===== config.mk =====
export PLATFORM = sky130hd
export DESIGN_NAME = int_request_ctrl
export DESIGN_NICKNAME = d
export VERILOG_FILES = /design/src/rtl/int_request_ctrl_pkg.sv /design/src/rtl/int_request_ctrl_irq_sync.sv /design/src/rtl/int_request_ctrl.sv
export SDC_FILE = /design/constraint.sdc
export NUM_CORES = 1
export LEC_CHECK = 0
export BUFFER_PORTS_ARGS = -buffer_cell sky130_fd_sc_hd__buf_2
export CAP_MARGIN = 20
export CORE_MARGIN = 2
export CORE_UTILIZATION = 46
export DETAILED_ROUTE_END_ITERATION = 16
export PLACE_DENSITY = 0.75
export REMOVE_ABC_BUFFERS = 1
export SLEW_MARGIN = 5
export SYNTH_ARGS = -nofsm -noshare
export SYNTH_HDL_FRONTEND = slang
export SYNTH_SLANG_ARGS = --single-unit

===== constraint.sdc =====
create_clock -name clk -period 1.67 [get_ports clk]
set_clock_uncertainty 0.1 [all_clocks]
set_input_delay 0 -clock clk [delete_from_list [all_inputs] [get_ports clk]]
set_output_delay 0 -clock clk [all_outputs]
set_load 0.02 [all_outputs]

===== src/rtl/int_request_ctrl_pkg.sv =====
// Shared types for the interrupt request controller: FSM states, grant record
// and the lowest-index-first priority picker.
package int_ctrl_pkg;

    localparam int          NUM_SRC    = 3;
    localparam int          IDX_W      = 2;
    localparam logic [1:0]  IRQ_VEC_HI = 2'b00;

    typedef enum logic [1:0] {IDLE, ASSERT, WAIT_REL} state_t;

    typedef struct packed {
        logic               any;
        logic [IDX_W-1:0]   idx;
        logic [NUM_SRC-1:0] oh;
    } grant_t;

    // Lowest set bit wins; scanning downward lets the lowest index overwrite.
    function automatic grant_t onehot_lsb(input logic [NUM_SRC-1:0] req);
        grant_t g;
        g = '0;
        for (int i = NUM_SRC - 1; i >= 0; i--) begin
            if (req[i]) begin
                g.any   = 1'b1;
                g.idx   = IDX_W'(i);
                g.oh    = '0;
                g.oh[i] = 1'b1;
            end
        end
        return g;
    endfunction

endpackage


===== src/rtl/int_request_ctrl_irq_sync.sv =====
// Per-source input synchroniser. Default build emits a one-cycle pulse on a
// synchronised rising edge; with IRQ_LEVEL_MODE_EN defined it emits the
// synchronised level instead.
module irq_sync #(
    parameter int SYNC_STAGES = 2
) (
    input  logic clk,
    input  logic rst,
    input  logic irq_in,
    output logic req
);

    logic [SYNC_STAGES-1:0] sync_q;

    // Shift the async line through the synchroniser chain.
    always_ff @(posedge clk) begin
        if (rst) sync_q <= '0;
        else     sync_q <= {sync_q[SYNC_STAGES-2:0], irq_in};
    end

`ifdef IRQ_LEVEL_MODE_EN
    assign req = sync_q[SYNC_STAGES-1];
`else
    logic prev_q;

    // Remember the last synchronised value for edge detection.
    always_ff @(posedge clk) begin
        if (rst) prev_q <= 1'b0;
        else     prev_q <= sync_q[SYNC_STAGES-1];
    end

    assign req = sync_q[SYNC_STAGES-1] & ~prev_q;
`endif

endmodule


===== src/rtl/int_request_ctrl.sv =====
// Interrupt request controller: synchronise, latch pending, mask, pick the
// lowest enabled source, present it active-low on OINT and retire it on IACK.
// IRQ_LEVEL_MODE_EN: pending follows the synchronised level, ack does not clear.
module int_request_ctrl
    import int_ctrl_pkg::*;
#(
    parameter int               N_SRC       = NUM_SRC,
    parameter int               SYNC_STAGES = 2,
    parameter logic [N_SRC-1:0] MASK_RST    = 3'b111
) (
    input  logic             clk,
    input  logic             rst,
    input  logic [N_SRC-1:0] irq_in,
    input  logic             mask_we,
    input  logic [N_SRC-1:0] mask_wdata,
    input  logic [4:0]       vector,
    input  logic             IACK,
    output logic [N_SRC-1:0] OINT,
    output logic [N_SRC-1:0] pending,
    output logic [N_SRC-1:0] irq_mask
);

    logic [N_SRC-1:0] req_w, pend_d, oint_d, g_oh;
    logic [IDX_W-1:0] g_q, g_d;
    state_t           state_q, state_d;
    grant_t           sel;
    logic             ack_hit;

    irq_sync #(.SYNC_STAGES(SYNC_STAGES)) u_sync [N_SRC-1:0] (
        .clk    (clk),
        .rst    (rst),
        .irq_in (irq_in),
        .req    (req_w)
    );

    assign sel     = onehot_lsb(pending & irq_mask);
    assign g_oh    = N_SRC'(1) << g_q;
    // Only an ack carrying our own vector retires the grant; any other vector
    // means a higher-priority exception is being served.
    assign ack_hit = !IACK && (vector == {IRQ_VEC_HI, g_oh});

    // Next state, grant capture, pending update and next OINT value.
    always_comb begin
        state_d = state_q;
        g_d     = g_q;
        oint_d  = '1;
`ifdef IRQ_LEVEL_MODE_EN
        pend_d  = req_w;
`else
        pend_d  = pending | req_w;
`endif
        case (state_q)
            IDLE: begin
                if (sel.any) begin
                    state_d = ASSERT;
                    g_d     = sel.idx;
                    oint_d  = ~sel.oh;
                end
            end
            ASSERT: begin
                if (ack_hit) begin
                    state_d = WAIT_REL;
`ifndef IRQ_LEVEL_MODE_EN
                    // A fresh edge in the same cycle keeps the bit set.
                    pend_d  = (pending & ~g_oh) | req_w;
`endif
                end else if (!irq_mask[g_q]) begin
                    state_d = IDLE;
                end else begin
                    oint_d  = ~g_oh;
                end
            end
            WAIT_REL: begin
                if (IACK) state_d = IDLE;
            end
            default: state_d = IDLE;
        endcase
    end

    // State, grant, OINT, pending and mask registers.
    always_ff @(posedge clk) begin
        if (rst) begin
            state_q  <= IDLE;
            g_q      <= '0;
            OINT     <= '1;
            pending  <= '0;
            irq_mask <= MASK_RST;
        end else begin
            state_q  <= state_d;
            g_q      <= g_d;
            OINT     <= oint_d;
            pending  <= pend_d;
            if (mask_we) irq_mask <= mask_wdata;
        end
    end

endmodule


==> metrics.csv, run 1 <==
stage;metric;value;unit
critical_path;crit_fanout;4;
detailed_routing;avgRoutedWirePerCell;12.3;um
place;portBuffers;23;
detailed_routing;drt_first_pass_iters;4;
pwr;power_frac_seq;0.533;
critical_path;r2r_slack;0.10;ns
logic_synthesis;syn_area;971;um^2
min_path;min_path_type;in -> reg;
detailed_routing;via_per_inst;5.26;
floorplanning;die_width;49.9;um
flow_run;cap_violations;0;
logic_synthesis;avgSynthCellArea;9.43;um^2
critical_path;reg2regPathDepth;4;
grt;antenna_found_initial;0;
floorplanning;core_area;1980;um^2
logic_synthesis;synthCells;103;
grt;grt_max_degree;27;
detailed_routing;drc;0;
logic_synthesis;yosysWarnings;0;
logic_synthesis;synth_top_area_cell;dfxtp_1;
cts;cts_buffers;3;
sta;rsz0062_at_grt;no;
sta;finalSetupViolations;0;
place;dp_hpwl;1370;um
run_status;status;finished clean;
floorplanning;die_height;49.9;um
logic_synthesis;synth-async-reset-ratio;0;
pwr;ir_drop;0.749;mV
finish;num_antenna_cells;0;
sta;finalCritPeriodShare;0.938;
floorplanning;rows;16;
sta;setup-tns-final;0;ns
finish;drive_above_1_share;0.277;
pwr;p_leak;0.000494;uW
logic_synthesis;yosysMostFrequentCell;dfxtp_1;
min_path;hold_path_startpoint;vector[4];
sta;slew_headroom;0.699;
logic_synthesis;synthTopCellsByArea;dfxtp_1, nor2b_1, a211o_1;
detailed_routing;num_vias;863;
min_path;holdPathStages;5;
grt;track_usage;0.184;
cts;ctsRootBufferMaster;clkbuf_4;
pwr;p_sw_frac;0.272;
floorplanning;fp.dieArea;2490;um^2
cts;cts_sinks;22;
logic_synthesis;synthDistinctLibCells;34;
grt;grt_pass1_vias;798;
logic_synthesis;synth_edf_count;0;
critical_path;r2r_start;g_q[0];
critical_path;cp_data_arrival_time;1.67;ns
cts;cts.path.max_buffers;2;
grt;grt_pass1_wl;3480;um
critical_path;crit_start;g_q[0];
sta;max_freq;0.639;GHz
floorplanning;io_pins;24;
cts;htree_levels;1;
sta;tightest_slew;0.451;ns
sta;period_minus_slack;1.57;ns
min_path;hold_end;pending[1];
critical_path;r2r_end;state_q[0];
cts;cts_tree;built;
critical_path;cp-start-kind;flip-flop;
pwr;p_per_area;893;nW/um^2
cts;cts_setup_buffers;0;
critical_path;cp-end-kind;flip-flop;
cts;clk-insertion-delay-late;0.30;ns
logic_synthesis;ys_seq_area_frac;0.454;
place;gp_congestion;0.865;
critical_path;path_class;reg -> reg;
pwr;p_int;805;uW
logic_synthesis;ys_seq_elements;22;
detailed_routing;postRouteAntennaNets;0;
logic_synthesis;yosys-top-cells-count;dfxtp_1, nor2b_1, a21oi_1, nor2_1, nand2_1;
pwr;p_sw;302;uW
critical_path;required;1.78;ns
sta;hold_viol;0;
floorplanning;initial_core_util;0.490;
sta;timing.hold.ws;0.0108;ns
finish;area_growth;27.6;%
pwr;power_frac_comb;0.210;
detailed_routing;dr.first_iter.drc_count;16;
logic_synthesis;synth_top_area_frac;0.454;
cts;cts.clk_slew.worst_paths;0.12;ns
finish;n_fill_cell;163;
detailed_routing;totalWireLength;2020;um
grt;gr-total-overflow;0;
finish;nets;153;
sta;finalMaxSlewViolations;0;
logic_synthesis;synthFlopType;dfxtp_1;
pwr;clockPowerShare;0.258;
area by class of cell:
cell class              instances  area [um^2]  area share
multi-input cells              74          487       0.393
well taps                      27         33.8      0.0273
repair buffers                 36          238       0.192
clock buffers                   4         36.3      0.0293
inverters                       1         3.75     0.00303
flip-flops and latches         22          440       0.356
cell families after synthesis:
group | count (synthesis) | synth area share
flops | 22 | 0.454
compound gates | 26 | 0.192
xor+xnor | 1 | 0.00902
buf+inv | 7 | 0.0515
mux | 1 | 0.0103
simple gates | 46 | 0.284
state kept, by name (all words and copies together) (netlist names):
signal and count:
OINT 3, irq_mask 3, g_q 2, u_sync.prev_q 3
pending 3, u_sync.sync_q 6, state_q 2
power groups by stage:
| stage | Combinational [uW] | Sequential (uW) | Clock (uW) |
|---|---|---|---|
| floorplan | 112 | 618 | 0 |
| global placement | 200 | 599 | 0 |
| detailed placement | 208 | 600 | 0 |
| CTS | 227 | 588 | 296 |
| global route | 258 | 597 | 318 |
| finish | 232 | 590 | 285 |
critical path, stage by stage, from the launching register on:
cell and delay, ns:
dfxtp_1 0.33, or4b_4 0.54, a21oi_2 0.20, o21ai_2 0.10, a31o_1 0.20
how the worst max path moves through the flow:
stage | to | cells after the start | slack (ns)
after floorplan | state_q[0] | 4 | 0.10
after global placement | state_q[0] | 4 | 0.17
after detailed placement | state_q[0] | 4 | 0.12
after CTS | state_q[0] | 4 | 0.10
after global routing | irq_mask[0] | 4 | 0.05
final | state_q[0] | 4 | 0.10
routing by layer:
metal / global-route usage / part of all wire
met5: 0 / 0
met4: 0.0833 / 0.013
met3: 0.0394 / 0.060
met2: 0.311 / 0.48
met1: 0.222 / 0.45
repair_timing:
action | CTS | global route
setup endpoints to repair | 0 | 2
hold buffers | 10 | 0
endpoints found under the hold margin | 7 | 0
gates resized for setup | 0 | 1
cell usage in the layout, fill, tap and decap left out, drive strengths merged:
master	synthesis	routed
inv	1	1
dfxtp	22	22
nand2b	2	2
mux2i	1	1
nor4	1	1
a311oi	2	2
nor3b	3	3
a22o	1	1
nor2	7	7
o21ai	3	3
or4b	1	1
o31ai	3	3
o211ai	1	1
nor4b	1	1
o22ai	1	1
a22oi	1	1
a21oi	8	8
and4b	1	1
a221oi	1	1
dlygate4sd3	0	10
a211o	4	4
nor2b	15	15
clkbuf	3	4
or2	1	1
buf	3	26
nand3b	3	3
a31o	1	1
nand3	1	1
nor3	2	2
xor2	1	1
and2	2	2
nand2	6	6
per-stage QoR:
step | cell area (um^2) | power [uW] | utilization | setup WS (ns) | std cells
after floorplan | 925 | 730 | - | 0.103 | 97
after global placement | 1100 | 799 | 0.553 | 0.167 | 150
after detailed placement | 1100 | 808 | 0.553 | 0.121 | 150
after CTS | 1230 | 1110 | 0.622 | 0.104 | 164
after global routing | 1240 | 1170 | 0.625 | 0.0512 | 164
final | 1240 | 1110 | 0.625 | 0.104 | 164
No activity file was read; power rests on OpenSTA's default activity.
==> run 2, diff against run 1 <==
- CAP_MARGIN: 20 -> 30
- RECOVER_POWER: unset -> 25
- REMOVE_ABC_BUFFERS: 1 -> unset
==> run 2 against run 1 <==
  * Non-clock buffer count up 1
  * Worst setup slack better by 0.0055 ns
  * Design area rose by 0.61%
  * Die area is the same
  * Count of clock-buffer cells in the layout unchanged
  * Worst hold slack improved by 0.0032 ns
  * Total power is 1.3% higher
  * Combinational power increased by 2%
  * Final cell count increased by 0.61%
  * Clock power is 3% higher
  * Maximum frequency rose by 0.35%
  * Sequential power barely moved
  * Highest routed layer unchanged
==> metrics.csv, run 2 (same netlist as run 1, synthesis figures left out) <==
stage;metric;value;unit;change
detailed_routing;totalWireLength;2080;um;+2.6%
detailed_routing;via_per_inst;5.30;;+0.66%
cts;ctsRootBufferMaster;clkbuf_4;;
grt;track_usage;0.182;;-0.00168
floorplanning;core_area;1980;um^2;unchanged
flow_run;cap_violations;0;;unchanged
cts;htree_levels;1;;unchanged
pwr;p_per_area;899;nW/um^2;+0.64%
critical_path;critPathBufInv;2;;+2
sta;hold_viol;0;;unchanged
finish;drive_above_1_share;0.283;;+0.00524
critical_path;r2r_start;irq_mask[0];;
sta;finalMaxSlewViolations;0;;unchanged
sta;timing.hold.ws;0.0140;ns;+0.00323 ns
sta;rsz0062_at_grt;no;;
min_path;hold_path_startpoint;rst;;
sta;max_freq;0.641;GHz;+0.35%
sta;finalCritPeriodShare;0.934;;-0.00330
cts;clk-insertion-delay-late;0.31;ns;about the same
sta;tightest_slew;0.445;ns;-0.00614 ns
finish;largest_reg_flops;6;;unchanged
finish;area_growth;28.4;%;
floorplanning;initial_core_util;0.490;;unchanged
floorplanning;die_width;49.9;um;unchanged
critical_path;path_class;reg -> reg;;
sta;setup-tns-final;0;ns;unchanged
critical_path;crit_fanout;5;;+1
critical_path;critPathTopFamily;buffers and inverters;;
critical_path;crit_chain;buf_4 -> nor2b_1 -> a211o_1 -> dlygate4sd3_1;;
critical_path;cp_data_arrival_time;1.68;ns;about the same
sta;setup_ws;0.110;ns;+0.00551 ns
finish;final_common_cell;buf_2;;
floorplanning;fp.dieArea;2490;um^2;unchanged
detailed_routing;drt_first_pass_iters;4;;unchanged
floorplanning;rows;16;;unchanged
detailed_routing;num_vias;874;;+1.3%
cts;cts_sinks;22;;unchanged
grt;grt_pass1_vias;843;;+5.6%
critical_path;r2r_slack;0.11;ns;about the same
grt;gr-total-overflow;0;;unchanged
critical_path;critPathSlowestCell;dlygate4sd3_1;;
grt;antenna_found_initial;0;;unchanged
floorplanning;die_height;49.9;um;unchanged
detailed_routing;avgRoutedWirePerCell;12.6;um;+2.0%
cts;cts_buffers;3;;unchanged
place;portBuffers;23;;unchanged
grt;grt_pass1_wl;3530;um;+1.2%
cts;cts_tree;built;;
finish;num_antenna_cells;0;;unchanged
critical_path;required;1.79;ns;about the same
floorplanning;io_pins;24;;unchanged
detailed_routing;drc;0;;unchanged
cts;cts.clk_slew.worst_paths;0.12;ns;about the same
min_path;holdPathStages;2;;-3
pwr;p_leak;0.000500;uW;+1.1%
sta;slew_headroom;0.703;;+0.00409
detailed_routing;dr.first_iter.drc_count;31;;+15
pwr;power.total;1120;uW;+1.3%
critical_path;cpPeakStageDelay;0.54;ns;about the same
finish;final_core_util;0.629;;+0.00379
place;dp_hpwl;1410;um;+3.2%
critical_path;cp-end-kind;flip-flop;;
critical_path;reg2regPathDepth;4;;unchanged
finish;top_register;u_sync.sync_q;;
finish;nets;154;;+0.65%
detailed_routing;postRouteAntennaNets;0;;unchanged
sta;period_minus_slack;1.56;ns;-0.00551 ns
finish;final_cell_mix;buf_2, dfxtp_1, nor2b_1;;
critical_path;cp-start-kind;flip-flop;;
place;gp_congestion;0.886;;+2.3%
min_path;hold_end;u_sync[0].sync_q[1];;
run_status;status;finished clean;;
cts;cts.path.max_buffers;2;;unchanged
grt;grt_max_degree;27;;unchanged
sta;finalSetupViolations;0;;unchanged
place;place_ws;0.143;ns;+0.0223 ns
min_path;min_path_type;in -> reg;;
critical_path;r2r_end;irq_mask[0];;
logic_synthesis;synth_nets;118;;
pwr;ir_drop;0.651;mV;-13%
## run 2: changes by cell type in the layout (fill, tap and decap cells not counted), sizes merged
cell,previous run,this run
buf,26,27
## run 2: final cells by class
type	instances	area, um^2
Fill cell	182	736
Timing Repair Buffer	37	245
Inverter	1	3.75
Tap cell	27	33.8
Sequential cell	22	440
Clock buffer	4	36.3
Multi-Input combinational cell	74	487
## run 2: power by group
part	total, uW	switching (uW)	internal [uW]
clock	294	161	133
sequential	590	30.7	559
combinational	236	123	113
total	1120	315	806
## run 2: through the flow
| step | instance area [um^2] | instances |
|---|---|---|
| after floorplan | 971 | 103 |
| after global placement | 1100 | 151 |
| after detailed placement | 1100 | 151 |
| after CTS | 1240 | 165 |
| after global routing | 1250 | 165 |
| final | 1250 | 165 |
## run 2: timing repair
item | CTS | global route
gates resized for setup | 0 | 1
endpoints found under the hold margin | 7 | 0
setup endpoints to repair | 0 | 1
buffers inserted | 0 | 0
hold buffers | 10 | 0
## run 2: worst max-delay path by stage
stage / start / endpoint / depth (start not counted)
6_report: irq_mask[0] / irq_mask[0] / 4
5_1_grt: state_q[0] / pending[1] / 4
4_1_cts: irq_mask[0] / irq_mask[0] / 4
3_5_place_dp: g_q[0] / state_q[0] / 4
3_3_place_gp: g_q[0] / state_q[0] / 4
2_1_floorplan: g_q[0] / state_q[0] / 5
## run 2: worst register-to-register path, stage by stage (launching register included)
cell	delay, ns
dfxtp_1	0.34
buf_4	0.14
nor2b_1	0.12
a211o_1	0.21
dlygate4sd3_1	0.54
## run 2: routing by layer
layer	vias to the layer above	wire length, um	GRT usage
li1	436	-	-
met1	408	925	0.211
met3	7	78	0.0273
met5	-	0	0
met4	0	38	0.0741
met2	23	1030	0.331
